**config.mk**
```make
export PLATFORM = sky130hd
export DESIGN_NAME = fb_port_arbiter_flat
export DESIGN_NICKNAME = d
export VERILOG_FILES = /design/src/rtl/fb_arb_pkg.sv /design/src/rtl/fb_port_arbiter_if.sv /design/src/rtl/fb_wr_fifo.sv /design/src/rtl/fb_port_arbiter.sv /design/src/flat_wrapper.sv
export SDC_FILE = /design/constraint.sdc
export NUM_CORES = 1
export LEC_CHECK = 0
export CORE_ASPECT_RATIO = 0.5
export CORE_UTILIZATION = 49
export CTS_CLUSTER_DIAMETER = 80
export CTS_CLUSTER_SIZE = 20
export DETAILED_ROUTE_END_ITERATION = 6
export GPL_ROUTABILITY_DRIVEN = 0
export PLACE_DENSITY_LB_ADDON = 0.08
export SLEW_MARGIN = 10
export SYNTH_ARGS = -nofsm -noshare
export SYNTH_HDL_FRONTEND = slang
export SYNTH_SLANG_ARGS = --single-unit
export TNS_END_PERCENT = 10
```
**constraint.sdc**
```tcl
create_clock -name clk_clk -period 2.81 [get_ports clk_clk]
set_input_delay 0.843 -clock clk_clk [delete_from_list [all_inputs] [get_ports clk_clk]]
set_output_delay 0.843 -clock clk_clk [all_outputs]
set_load 0.005 [all_outputs]
```
**src/rtl/fb_arb_pkg.sv**
```systemverilog
// ----------------------------------------------------------------------------
// fb_arb_pkg
// Shared types and constants for the framebuffer port arbiter.
//   arb_state_e : fill-engine FSM states (IDLE, DRAIN, CLEAR)
//   grant_e     : owner of the RAM slot in a given cycle
//   fb_pixels() : number of addressable pixels for a given geometry
// ----------------------------------------------------------------------------
package fb_arb_pkg;

    localparam int unsigned FB_W_DEFAULT = 32'd320;
    localparam int unsigned FB_H_DEFAULT = 32'd240;

    typedef enum logic [1:0] {
        IDLE  = 2'd0,
        DRAIN = 2'd1,
        CLEAR = 2'd2
    } arb_state_e;

    typedef enum logic [1:0] {
        G_IDLE  = 2'd0,
        G_READ  = 2'd1,
        G_CLEAR = 2'd2,
        G_WRITE = 2'd3
    } grant_e;

    function automatic int unsigned fb_pixels(input int unsigned w, input int unsigned h);
        return w * h;
    endfunction

    localparam int unsigned FB_PIXELS = fb_pixels(FB_W_DEFAULT, FB_H_DEFAULT);

endpackage

```
**src/rtl/fb_port_arbiter_if.sv**
```systemverilog
// ----------------------------------------------------------------------------
// fb_port_arbiter_if
// Bundles the scanout read port, pixel write port, clear-engine controls,
// queue status and the single-port RAM bus of the framebuffer arbiter.
//   master : requesters + RAM (drives rd_*, wr_*, clr_start/color, mem_rdata)
//   slave  : the arbiter itself
// ----------------------------------------------------------------------------
interface fb_port_arbiter_if #(
    parameter int ADDR_W     = 17,
    parameter int DATA_W     = 12,
    parameter int FIFO_DEPTH = 4
);
    localparam int LVL_W = $clog2(FIFO_DEPTH) + 1;

    logic              rd_req;
    logic [ADDR_W-1:0] rd_addr;
    logic [DATA_W-1:0] rd_data;
    logic              rd_valid;
    logic              wr_valid;
    logic              wr_ready;
    logic [ADDR_W-1:0] wr_addr;
    logic [DATA_W-1:0] wr_data;
    logic              clr_start;
    logic [DATA_W-1:0] clr_color;
    logic              clr_busy;
    logic              clr_done;
    logic [LVL_W-1:0]  fifo_level;
    logic [ADDR_W-1:0] mem_addr;
    logic [DATA_W-1:0] mem_wdata;
    logic              mem_we;
    logic [DATA_W-1:0] mem_rdata;

    modport master (
        output rd_req, rd_addr, wr_valid, wr_addr, wr_data, clr_start, clr_color, mem_rdata,
        input  rd_data, rd_valid, wr_ready, clr_busy, clr_done, fifo_level,
               mem_addr, mem_wdata, mem_we
    );

    modport slave (
        input  rd_req, rd_addr, wr_valid, wr_addr, wr_data, clr_start, clr_color, mem_rdata,
        output rd_data, rd_valid, wr_ready, clr_busy, clr_done, fifo_level,
               mem_addr, mem_wdata, mem_we
    );
endinterface

```
**src/rtl/fb_wr_fifo.sv**
```systemverilog
// ----------------------------------------------------------------------------
// fb_wr_fifo
// Synchronous FIFO holding pending {addr,data} pixel writes.
//   i_clk, i_rst        : clock, synchronous active-high reset (empties queue)
//   i_push, i_push_data : enqueue (ignored while full)
//   i_pop, o_pop_data   : dequeue; o_pop_data shows the head entry
//   o_full, o_empty     : occupancy flags
//   o_level             : number of stored entries
// ----------------------------------------------------------------------------
module fb_wr_fifo
    import fb_arb_pkg::*;
#(
    parameter int WIDTH = 29,
    parameter int DEPTH = 4,
    localparam int PTR_W = $clog2(DEPTH),
    localparam int LVL_W = PTR_W + 1
) (
    input  logic             i_clk,
    input  logic             i_rst,
    input  logic             i_push,
    input  logic [WIDTH-1:0] i_push_data,
    input  logic             i_pop,
    output logic [WIDTH-1:0] o_pop_data,
    output logic             o_full,
    output logic             o_empty,
    output logic [LVL_W-1:0] o_level
);
    logic [WIDTH-1:0] r_mem [DEPTH];
    logic [PTR_W-1:0] r_wr_ptr;
    logic [PTR_W-1:0] r_rd_ptr;
    logic [LVL_W-1:0] r_level;
    logic             w_do_push;
    logic             w_do_pop;

    assign o_full     = (r_level == LVL_W'(DEPTH));
    assign o_empty    = (r_level == LVL_W'(0));
    assign o_level    = r_level;
    assign o_pop_data = r_mem[r_rd_ptr];
    assign w_do_push  = i_push && !o_full;
    assign w_do_pop   = i_pop && !o_empty;

    // Storage write; contents need no reset because the pointers gate visibility.
    always_ff @(posedge i_clk) begin
        if (w_do_push) begin
            r_mem[r_wr_ptr] <= i_push_data;
        end
    end

    // Pointer and occupancy tracking; DEPTH is a power of 2 so pointers wrap naturally.
    always_ff @(posedge i_clk) begin
        if (i_rst) begin
            r_wr_ptr <= PTR_W'(0);
            r_rd_ptr <= PTR_W'(0);
            r_level  <= LVL_W'(0);
        end else begin
            if (w_do_push) r_wr_ptr <= r_wr_ptr + PTR_W'(1);
            if (w_do_pop)  r_rd_ptr <= r_rd_ptr + PTR_W'(1);
            case ({w_do_push, w_do_pop})
                2'b10:   r_level <= r_level + LVL_W'(1);
                2'b01:   r_level <= r_level - LVL_W'(1);
                default: r_level <= r_level;
            endcase
        end
    end
endmodule

```
**src/rtl/fb_port_arbiter.sv**
```systemverilog
// ----------------------------------------------------------------------------
// fb_port_arbiter
// Shares one single-port framebuffer RAM between VGA scanout reads (absolute
// priority), a queued pixel writer and a full-screen clear engine.
//   clk_clk     : system clock
//   reset_reset : synchronous active-high reset
//   bus         : rd_* scanout port, wr_* write port, clr_* fill control,
//                 fifo_level status and registered mem_* RAM port
// ----------------------------------------------------------------------------
module fb_port_arbiter
    import fb_arb_pkg::*;
#(
    parameter int unsigned FB_W       = 320,
    parameter int unsigned FB_H       = 240,
    parameter int          ADDR_W     = 17,
    parameter int          DATA_W     = 12,
    parameter int          FIFO_DEPTH = 4
) (
    input logic              clk_clk,
    input logic              reset_reset,
    fb_port_arbiter_if.slave bus
);
    localparam int          LVL_W  = $clog2(FIFO_DEPTH) + 1;
    localparam int unsigned PIXELS = fb_pixels(FB_W, FB_H);

    localparam logic [1:0] ST_IDLE  = IDLE;
    localparam logic [1:0] ST_DRAIN = DRAIN;
    localparam logic [1:0] ST_CLEAR = CLEAR;

    logic [1:0]               r_state;
    logic [ADDR_W-1:0]        r_clr_cnt;
    logic [DATA_W-1:0]        r_clr_color;
    logic                     r_clr_busy;
    logic                     r_clr_done;
    logic [ADDR_W-1:0]        r_mem_addr;
    logic [DATA_W-1:0]        r_mem_wdata;
    logic                     r_mem_we;
    logic [1:0]               r_rd_pipe;

    grant_e                   w_grant;
    logic                     w_wr_ready;
    logic                     w_push;
    logic                     w_pop;
    logic                     w_fifo_full;
    logic                     w_fifo_empty;
    logic [LVL_W-1:0]         w_fifo_level;
    logic [ADDR_W+DATA_W-1:0] w_head;
    logic [ADDR_W-1:0]        w_head_addr;
    logic [DATA_W-1:0]        w_head_data;
    logic                     w_head_in_range;
    logic                     w_start_ok;
    logic                     w_last_fill;

    // New writes are refused during a fill so nothing can land mid-fill.
    assign w_wr_ready      = !w_fifo_full && (r_state == ST_IDLE);
    assign w_push          = bus.wr_valid && w_wr_ready;
    assign w_pop           = (w_grant == G_WRITE);
    assign w_head_addr     = w_head[ADDR_W+DATA_W-1 -: ADDR_W];
    assign w_head_data     = w_head[DATA_W-1:0];
    assign w_head_in_range = (32'(w_head_addr) < PIXELS);
    assign w_start_ok      = bus.clr_start && (r_state == ST_IDLE);
    assign w_last_fill     = (w_grant == G_CLEAR) && (r_clr_cnt == ADDR_W'(PIXELS - 32'd1));

    fb_wr_fifo #(
        .WIDTH (ADDR_W + DATA_W),
        .DEPTH (FIFO_DEPTH)
    ) u_wr_fifo (
        .i_clk       (clk_clk),
        .i_rst       (reset_reset),
        .i_push      (w_push),
        .i_push_data ({bus.wr_addr, bus.wr_data}),
        .i_pop       (w_pop),
        .o_pop_data  (w_head),
        .o_full      (w_fifo_full),
        .o_empty     (w_fifo_empty),
        .o_level     (w_fifo_level)
    );

    // Slot owner for this cycle: scanout, then fill, then queued write.
    always_comb begin
        w_grant = G_IDLE;
        if (bus.rd_req) begin
            w_grant = G_READ;
        end else if (r_state == ST_CLEAR) begin
            w_grant = G_CLEAR;
        end else if (!w_fifo_empty) begin
            w_grant = G_WRITE;
        end else begin
            w_grant = G_IDLE;
        end
    end

    // Fill-engine FSM, fill counter and busy/done flags.
    always_ff @(posedge clk_clk) begin
        if (reset_reset) begin
            r_state     <= ST_IDLE;
            r_clr_cnt   <= ADDR_W'(0);
            r_clr_color <= DATA_W'(0);
            r_clr_busy  <= 1'b0;
            r_clr_done  <= 1'b0;
        end else begin
            r_clr_done <= w_last_fill;
            case (r_state)
                ST_IDLE: begin
                    if (w_start_ok) begin
                        r_clr_color <= bus.clr_color;
                        r_state     <= ST_DRAIN;
                    end
                end
                ST_DRAIN: begin
                    if (w_fifo_empty) begin
                        r_clr_cnt <= ADDR_W'(0);
                        r_state   <= ST_CLEAR;
                    end
                end
                ST_CLEAR: begin
                    // Only slots not stolen by scanout advance the fill.
                    if (w_last_fill) begin
                        r_state <= ST_IDLE;
                    end else if (w_grant == G_CLEAR) begin
                        r_clr_cnt <= r_clr_cnt + ADDR_W'(1);
                    end
                end
                default: r_state <= ST_IDLE;
            endcase
            // Busy stays up through the cycle in which the final fill write lands.
            if (w_start_ok) begin
                r_clr_busy <= 1'b1;
            end else if (r_clr_done) begin
                r_clr_busy <= 1'b0;
            end
        end
    end

    // Registered RAM port and scanout valid pipeline.
    always_ff @(posedge clk_clk) begin
        if (reset_reset) begin
            r_mem_addr  <= ADDR_W'(0);
            r_mem_wdata <= DATA_W'(0);
            r_mem_we    <= 1'b0;
            r_rd_pipe   <= 2'b00;
        end else begin
            r_rd_pipe <= {r_rd_pipe[0], bus.rd_req};
            case (w_grant)
                G_READ: begin
                    r_mem_addr <= bus.rd_addr;
                    r_mem_we   <= 1'b0;
                end
                G_CLEAR: begin
                    r_mem_addr  <= r_clr_cnt;
                    r_mem_wdata <= r_clr_color;
                    r_mem_we    <= 1'b1;
                end
                G_WRITE: begin
                    // Off-screen entries consume the slot without touching RAM.
                    if (w_head_in_range) begin
                        r_mem_addr  <= w_head_addr;
                        r_mem_wdata <= w_head_data;
                        r_mem_we    <= 1'b1;
                    end else begin
                        r_mem_we <= 1'b0;
                    end
                end
                default: r_mem_we <= 1'b0;
            endcase
        end
    end

    assign bus.rd_data    = bus.mem_rdata;
    assign bus.rd_valid   = r_rd_pipe[1];
    assign bus.wr_ready   = w_wr_ready;
    assign bus.clr_busy   = r_clr_busy;
    assign bus.clr_done   = r_clr_done;
    assign bus.fifo_level = w_fifo_level;
    assign bus.mem_addr   = r_mem_addr;
    assign bus.mem_wdata  = r_mem_wdata;
    assign bus.mem_we     = r_mem_we;
endmodule
```
**src/flat_wrapper.sv**
```systemverilog
// flat-port wrapper written by rule: the top's interface ports become plain ports
module fb_port_arbiter_flat import fb_arb_pkg::*;
#(
    parameter int unsigned FB_W       = 320,
    parameter int unsigned FB_H       = 240,
    parameter int          ADDR_W     = 17,
    parameter int          DATA_W     = 12,
    parameter int          FIFO_DEPTH = 4
)
  (clk_clk, reset_reset, bus_rd_req, bus_rd_addr, bus_wr_valid, bus_wr_addr, bus_wr_data, bus_clr_start, bus_clr_color, bus_mem_rdata, bus_rd_data, bus_rd_valid, bus_wr_ready, bus_clr_busy, bus_clr_done, bus_fifo_level, bus_mem_addr, bus_mem_wdata, bus_mem_we);
  fb_port_arbiter_if #(.ADDR_W(ADDR_W), .DATA_W(DATA_W), .FIFO_DEPTH(FIFO_DEPTH)) bus_i ();
  input logic clk_clk;
  input logic reset_reset;
  input wire logic [$bits(bus_i.rd_req)-1:0] bus_rd_req;
  input wire logic [$bits(bus_i.rd_addr)-1:0] bus_rd_addr;
  input wire logic [$bits(bus_i.wr_valid)-1:0] bus_wr_valid;
  input wire logic [$bits(bus_i.wr_addr)-1:0] bus_wr_addr;
  input wire logic [$bits(bus_i.wr_data)-1:0] bus_wr_data;
  input wire logic [$bits(bus_i.clr_start)-1:0] bus_clr_start;
  input wire logic [$bits(bus_i.clr_color)-1:0] bus_clr_color;
  input wire logic [$bits(bus_i.mem_rdata)-1:0] bus_mem_rdata;
  output wire logic [$bits(bus_i.rd_data)-1:0] bus_rd_data;
  output wire logic [$bits(bus_i.rd_valid)-1:0] bus_rd_valid;
  output wire logic [$bits(bus_i.wr_ready)-1:0] bus_wr_ready;
  output wire logic [$bits(bus_i.clr_busy)-1:0] bus_clr_busy;
  output wire logic [$bits(bus_i.clr_done)-1:0] bus_clr_done;
  output wire logic [$bits(bus_i.fifo_level)-1:0] bus_fifo_level;
  output wire logic [$bits(bus_i.mem_addr)-1:0] bus_mem_addr;
  output wire logic [$bits(bus_i.mem_wdata)-1:0] bus_mem_wdata;
  output wire logic [$bits(bus_i.mem_we)-1:0] bus_mem_we;
  assign bus_i.rd_req = bus_rd_req;
  assign bus_i.rd_addr = bus_rd_addr;
  assign bus_i.wr_valid = bus_wr_valid;
  assign bus_i.wr_addr = bus_wr_addr;
  assign bus_i.wr_data = bus_wr_data;
  assign bus_i.clr_start = bus_clr_start;
  assign bus_i.clr_color = bus_clr_color;
  assign bus_i.mem_rdata = bus_mem_rdata;
  assign bus_rd_data = bus_i.rd_data;
  assign bus_rd_valid = bus_i.rd_valid;
  assign bus_wr_ready = bus_i.wr_ready;
  assign bus_clr_busy = bus_i.clr_busy;
  assign bus_clr_done = bus_i.clr_done;
  assign bus_fifo_level = bus_i.fifo_level;
  assign bus_mem_addr = bus_i.mem_addr;
  assign bus_mem_wdata = bus_i.mem_wdata;
  assign bus_mem_we = bus_i.mem_we;
  fb_port_arbiter #(.FB_W(FB_W), .FB_H(FB_H), .ADDR_W(ADDR_W), .DATA_W(DATA_W), .FIFO_DEPTH(FIFO_DEPTH)) u_core (.clk_clk(clk_clk), .reset_reset(reset_reset), .bus(bus_i));
endmodule
```
# --- Word-level counts from Yosys, hierarchy flattened ---
# Memories as Yosys holds them, arrays and structs flattened. A register that Yosys moved wholly into a read port is not among the register bits.
# Cells that the tools add are included.
classes:
  addsub: 5
  order_cmp: 1
  n_eq_ne: 15
  n_mux: 24
  n_reduce_logical: 20
op_table:
  columns: ["cell", "count"]
  rows:
  - ["$mux W17", 4]
  - ["$pmux W17 S3", 1]
  - ["$pmux W17 S2", 1]
  - ["$pmux W12 S2", 1]
  - ["$add A17 B1 Y17 const B", 1]
  - ["$eq A17 B17 Y1 const B", 1]
  - ["$lt A17 B17 Y1 const B", 1]
  - ["$mux W2", 8]
  - ["$mux W12", 1]
  - ["$eq A2 B2 Y1 const B", 4]
  - ["$ne A2 B1 Y1 const B", 4]
  - ["$reduce_bool A2 Y1", 4]
  - ["$eq A2 B1 Y1 const B", 3]
  - ["$logic_and A1 B1 Y1", 6]
  - ["$pmux W2 S3", 1]
  - ["$pmux W3 S2", 1]
  - ["$reduce_and A2 Y1", 3]
  - ["$mux W1", 5]
  - ["$add A2 B1 Y2 const B", 2]
  - ["$ne A2 B2 Y1 const B", 2]
  - ["$reduce_and A4 Y1", 1]
  - ["$add A3 B1 Y3 const B", 1]
  - ["$eq A3 B3 Y1 const B", 1]
  - ["$logic_not A3 Y1", 1]
  - ["6 further kinds", 7]
totals:
  regBits: 72
  ram_bits: 116
  inputBits: 75
  output_inout_bits: 49
  mem_count: 1
mem_list:
  columns: ["name", "words", "word_bits", "read_ports", "rd_ports_with_merged_regs", "write_ports", "line", "text"]
  rows:
  - ["u_core.u_wr_fifo.r_mem", 4, 29, 1, 1, 1, "fb_wr_fifo.sv:28", "logic [WIDTH-1:0] r_mem [DEPTH];"]

# --- Depth between registers and ports, before layout ---
logic_depth:
  depth_word: 8
  ltp_mapped: 10
  mapped_depth_nobuf: 10

# --- Modules after synthesis ---
# Synthesis repeated with hierarchy kept, for this count alone.
unflattened:
  cells_unflattened: 629
  area_unflattened_um2: 8012.7
modules_own_cells:
  columns: ["mod", "instances", "cells_per_inst", "area_each_um2", "seq_area_each_um2"]
  rows:
  - ["fb_wr_fifo", 1, 205, 4668.2, 3663.5]
  - ["fb_port_arbiter", 1, 424, 3344.5, 1301.2]

# --- Worst setup path before layout ---
# OpenSTA, ideal clock, no wires.
synth_path:
  kind: "input port to flip-flop"
  startpoint: "input bus_rd_req"
  endpoint: "register u_core.u_wr_fifo.r_level[2], in the netlist u_core.u_wr_fifo.o_level[2]"
  setup_ps: 70
  t_arrival_ps: 2927
  required_ps: 2740
  slack_ps: -187
  path_stages: 9
  path_buffers: 2
  path_cell_list: "clkbuf_1 > nor3_2 > buf_2 > ha_1 > inv_1 > fa_1 > xor2_1 > or3_1 > a21oi_1"
synth_via:
  elab_chain_cells: 5
synth_lines:
  columns: ["item", "line", "text"]
  rows:
  - ["start: declaration", "flat_wrapper.sv:14", "input wire logic [$bits(bus_i.rd_req)-1:0] bus_rd_req;"]
  - ["$mux W2 *", "fb_port_arbiter.sv:82", "if (bus.rd_req) begin"]
  - ["$eq A2 B2 Y1 *", "fb_port_arbiter.sv:57", "assign w_pop = (w_grant == G_WRITE);"]
  - ["$logic_and A1 B1 Y1 *", "fb_wr_fifo.sv:40", "assign w_do_pop = i_pop && !o_empty;"]
  - ["via u_core.u_wr_fifo.w_do_pop", "fb_wr_fifo.sv:33", "logic w_do_pop;"]
  - ["$eq A2 B1 Y1 or $eq A2 B2 Y1 (tied branches)", "fb_wr_fifo.sv:58", "case ({w_do_push, w_do_pop})"]
  - ["$pmux W3 S2 or $reduce_bool A2 Y1 (tied branches)", null, null]
  - ["end signal: assignment", "fb_wr_fifo.sv:59", "2'b10: r_level <= r_level + LVL_W'(1);"]
  - ["end signal: assignment", "fb_wr_fifo.sv:60", "2'b01: r_level <= r_level - LVL_W'(1);"]
  - ["end signal: assignment", "fb_wr_fifo.sv:61", "default: r_level <= r_level;"]
  - ["end: declaration", "fb_wr_fifo.sv:31", "logic [LVL_W-1:0] r_level;"]
# Mark *: on every way through the listed nets, which the timed path passes. The rest lies on a longest branch.
# A chain may end at the register's enable or synchronous reset.

# --- Worst setup path after layout ---
layout_path:
  startpoint: "register u_core.u_wr_fifo.r_level[1], in the netlist u_core.u_wr_fifo.o_level[1]"
  endpoint: "output bus_wr_ready"
layout_via:
  elab_chain_cells: 3
layout_lines:
  columns: ["item", "line", "text"]
  rows:
  - ["$eq A3 B3 Y1", "fb_wr_fifo.sv:35", "assign o_full = (r_level == LVL_W'(DEPTH));"]
  - ["$logic_not A1 Y1", "fb_port_arbiter.sv:55", "assign w_wr_ready = !w_fifo_full && (r_state == ST_IDLE);"]
  - ["$logic_and A1 B1 Y1", "fb_port_arbiter.sv:55", null]
  - ["end: declaration", "flat_wrapper.sv:24", "output wire logic [$bits(bus_i.wr_ready)-1:0] bus_wr_ready;"]
# No other way between the ends.

==> results by group <==
Synthesis
  – YS warnings: 0
  – Post-synth top area share: 43.13%
  – Post-Synth XOR/XNOR Area: 0.8675%
  – Syn Inst Count: 604
  – Distinct cells, synth: 60
  – Synthesized cell area: 0.008076 mm^2
  – Main area contributors after synthesis: edfxtp_1, dfxtp_1, mux4_2
  – Synth top cells by count: edfxtp_1, dfxtp_1, nand2_1, a21oi_1, clkbuf_1
  – Post-Synth Simple-Gate Area: 9.264%
  – Mean Syn Cell Area: 13.37 um^2
  – Post-synth EDFFs: 116
  – Post-synth top area cell: edfxtp_1
  – #FFs+latches synth: 190
  – Post-synthesis adder-cell area fraction: 1.177%
  – Synth Area in Compound Gates: 13.23%
  – Most common cell in the synthesized netlist: edfxtp_1
  – Post-synth top flop: edfxtp_1
  – Synthesized net count: 686
  – Seq/Total Area, Yosys: 61.47%
  – Fraction of registers with async set/reset: 0%
  – Mux share of post-synthesis cell area: 9.713%
  – Largest family of logic cells by synthesized area: compound AO/OA/AOI/OAI gates

Die
  – FP Rows: 32
  – Die Span X: 183.6 um
  – Core Area: 0.01574 mm^2
  – Initial core utilization: 51.33%
  – Total die area: 0.01703 mm^2
  – Die Y-Extent: 92.78 um
  – Count of boundary I/O pins: 124

Detailed routing
  – Drc violations: 0
  – Routed Antenna Nets: 0
  – Drt total wl: 18,580 um
  – Via count: 5,413
  – Met3 WL: 1164 um
  – Wl on met1: 8762 um
  – Initial DRC Count: 474
  – WL/cell: 20.15 um
  – Vias per Instance: 5.871
  – Met2 Routed Length: 8496 um
  – Top Layer Used: met4
  – Number of iterations in the first detailed-routing pass: 5

GRT
  – GRT overflow: 0
  – Largest net degree at the start of global routing: 51
  – Vias in the first global route: 5,233
  – Global-route wire length before repair: 29,210 um
  – Antenna violations before repair: 0
  – GRT Total Usage: 22.96%

Finish
  – Area Overhead vs Synth: 22.96%
  – Register Area: 0.004967 mm^2
  – Filler cell count: 1,212
  – Non-filler cells in the finished layout: 922
  – Inserted Diodes: 0
  – Fin nets: 770
  – Multi-input gate area: 0.002780 mm^2
  – Layout cells sized above 1: 17.12%

Power
  – Maximum VDD drop: 0.0005200 V
  – Post-layout power: 0.008944 W
  – PwrDens: 900.6 mW/mm^2
  – Leak: 3.328 nW

Setup path
  – Critical path required time: 1.97 ns
  – CP top delay family: buffers and inverters
  – Critical path buffers and inverters: 3
  – Critical Path End Type: primary output
  – Crit-path slowest cell: clkdlybuf4s50_1
  – Crit-path max FO: 6
  – CP max stage delay: 0.50 ns
  – Crit path launch type: flop
  – Data arrival, critical path: 1.87 ns
  – CP Class: reg -> out
  – Crit path cell chain: inv_1, a311oi_1, buf_4, clkdlybuf4s50_1

Timing
  – Setup TNS: 0 ns
  – Least-Margin Pin Slew: 0.5686 ns
  – Setup ws final: 0.1014 ns
  – Tcrit/Tclk final: 96.39%
  – Final setup fails: 0
  – Slew Limit Fails: 0
  – Post-layout minimum cycle time: 2.709 ns
  – Hold slack: 0.4411 ns
  – Slew HR: 61.95%
  – Layout Skew: 0.01866 ns
  – Fmax: 369.2 MHz
  – Fin. Hold Viols: 0
  – RSZ-0062 raised after global routing: no

Clock tree
  – Clk buf depth: 2
  – Worst-Skew Late Latency: 0.43 ns
  – CTS tree: built
  – Setup bufs post-CTS: 0
  – Clock slew at reported path FFs: 0.08 ns
  – CTS Buf Count: 17
  – Clock sinks: 190
  – H-tree Lvls: 4
  – CTS root buf: clkbuf_16

Place
  – Dpl hpwl: 11,750 um
  – Port Buffers: 99
  – Post-Place Cells: 890
  – Pre-CTS WS: 0.01952 ns

Run status
  – Status: complete, no violations

Min path
  – Min-delay worst type: reg -> reg

Run
  – Max-cap check violation count: 0
==> kinds of logic (layout without fill, tap and decap cells) <==
kind of cell	count (synthesis)	in the layout
flip-flops	190	190
adder cells (fa/ha/maj)	7	7
buffers and inverters	71	168
multiplexers	42	42
AND/OR/NAND/NOR	137	137
XOR/XNOR	8	8
AO/OA/AOI/OAI	149	149
==> routing by layer <==
metal | up-vias | track usage, %
li1 | 2515 | -
met1 | 2710 | 33.30
met2 | 170 | 34.88
met3 | 18 | 4.837
met4 | 0 | 6.389
met5 | - | 0
==> flip-flops by register name, indices dropped and copies added, names as in the netlist, named ones only <==
signal	count
u_core.u_wr_fifo.r_mem	116
u_core.bus.mem_addr	17
u_core.r_clr_cnt	17
u_core.bus.mem_wdata	12
u_core.r_clr_color	12
u_core.u_wr_fifo.o_level	3
u_core.r_rd_pipe	2
u_core.r_state	2
u_core.u_wr_fifo.r_rd_ptr	2
u_core.u_wr_fifo.r_wr_ptr	2
u_core.bus.clr_busy	1
u_core.bus.clr_done	1
u_core.bus.mem_we	1
==> path summary, 6_finish.rpt <==
kind	from	to	slack, ns	cells past startpoint
max	u_core.u_wr_fifo.o_level[1]	bus_wr_ready	0.10	4
min reg2reg	u_core.r_rd_pipe[0]	u_core.r_rd_pipe[1]	0.44	1
max reg2reg	u_core.r_state[1]	u_core.u_wr_fifo.o_level[2]	0.43	9
min	u_core.r_rd_pipe[0]	u_core.r_rd_pipe[1]	0.44	1
==> stage by stage <==
stage                     cell area [um^2]  util [%]
after CTS                             9930     63.10
after global routing                  9931     63.11
after floorplan                       8085         -
after global placement                9319     59.22
after detailed placement              9319     59.22
final                                 9931     63.11
==> what timing repair did <==
action                     4_1_cts  5_1_grt
hold buffers                     0        0
resized for setup                0        1
setup endpoints to repair        0        1
==> area by class of cell <==
type	instances	area share, %
clock inverters	15	1.865
repair buffers	126	12.67
clock buffers	17	4.284
well taps	221	2.784
multi-input cells	343	28.00
inverters	10	0.3780
flip-flops and latches	190	50.02
==> power breakdown <==
group          switching (W)  internal [W]  total [W]
clock network        0.00122       0.00122    0.00244
logic                0.00148       0.00140    0.00288
registers           0.000219       0.00340    0.00362
==> placed cells by master, fill, tap and decap left out, drive strengths merged, types with 3 or more instances in the layout <==
cell type / Yosys / layout
clkdlybuf4s50: 0 / 97
or3b: 17 / 17
nor3: 7 / 7
a21oi: 38 / 38
o211ai: 3 / 3
xor2: 6 / 6
o31a: 17 / 17
a311oi: 8 / 8
clkinv: 1 / 8
dfxtp: 74 / 74
or3: 14 / 14
mux4: 29 / 29
nand2: 43 / 43
clkbuf: 35 / 17
o22ai: 17 / 17
inv: 9 / 17
o21ai: 15 / 15
a211oi: 18 / 18
ha: 6 / 6
nand4: 5 / 5
nand3: 7 / 7
nor2: 22 / 22
edfxtp: 116 / 116
a31oi: 4 / 4
a41o: 17 / 17
buf: 26 / 29
and3: 5 / 5
mux2i: 12 / 12
(Power assumes the default switching activity.)
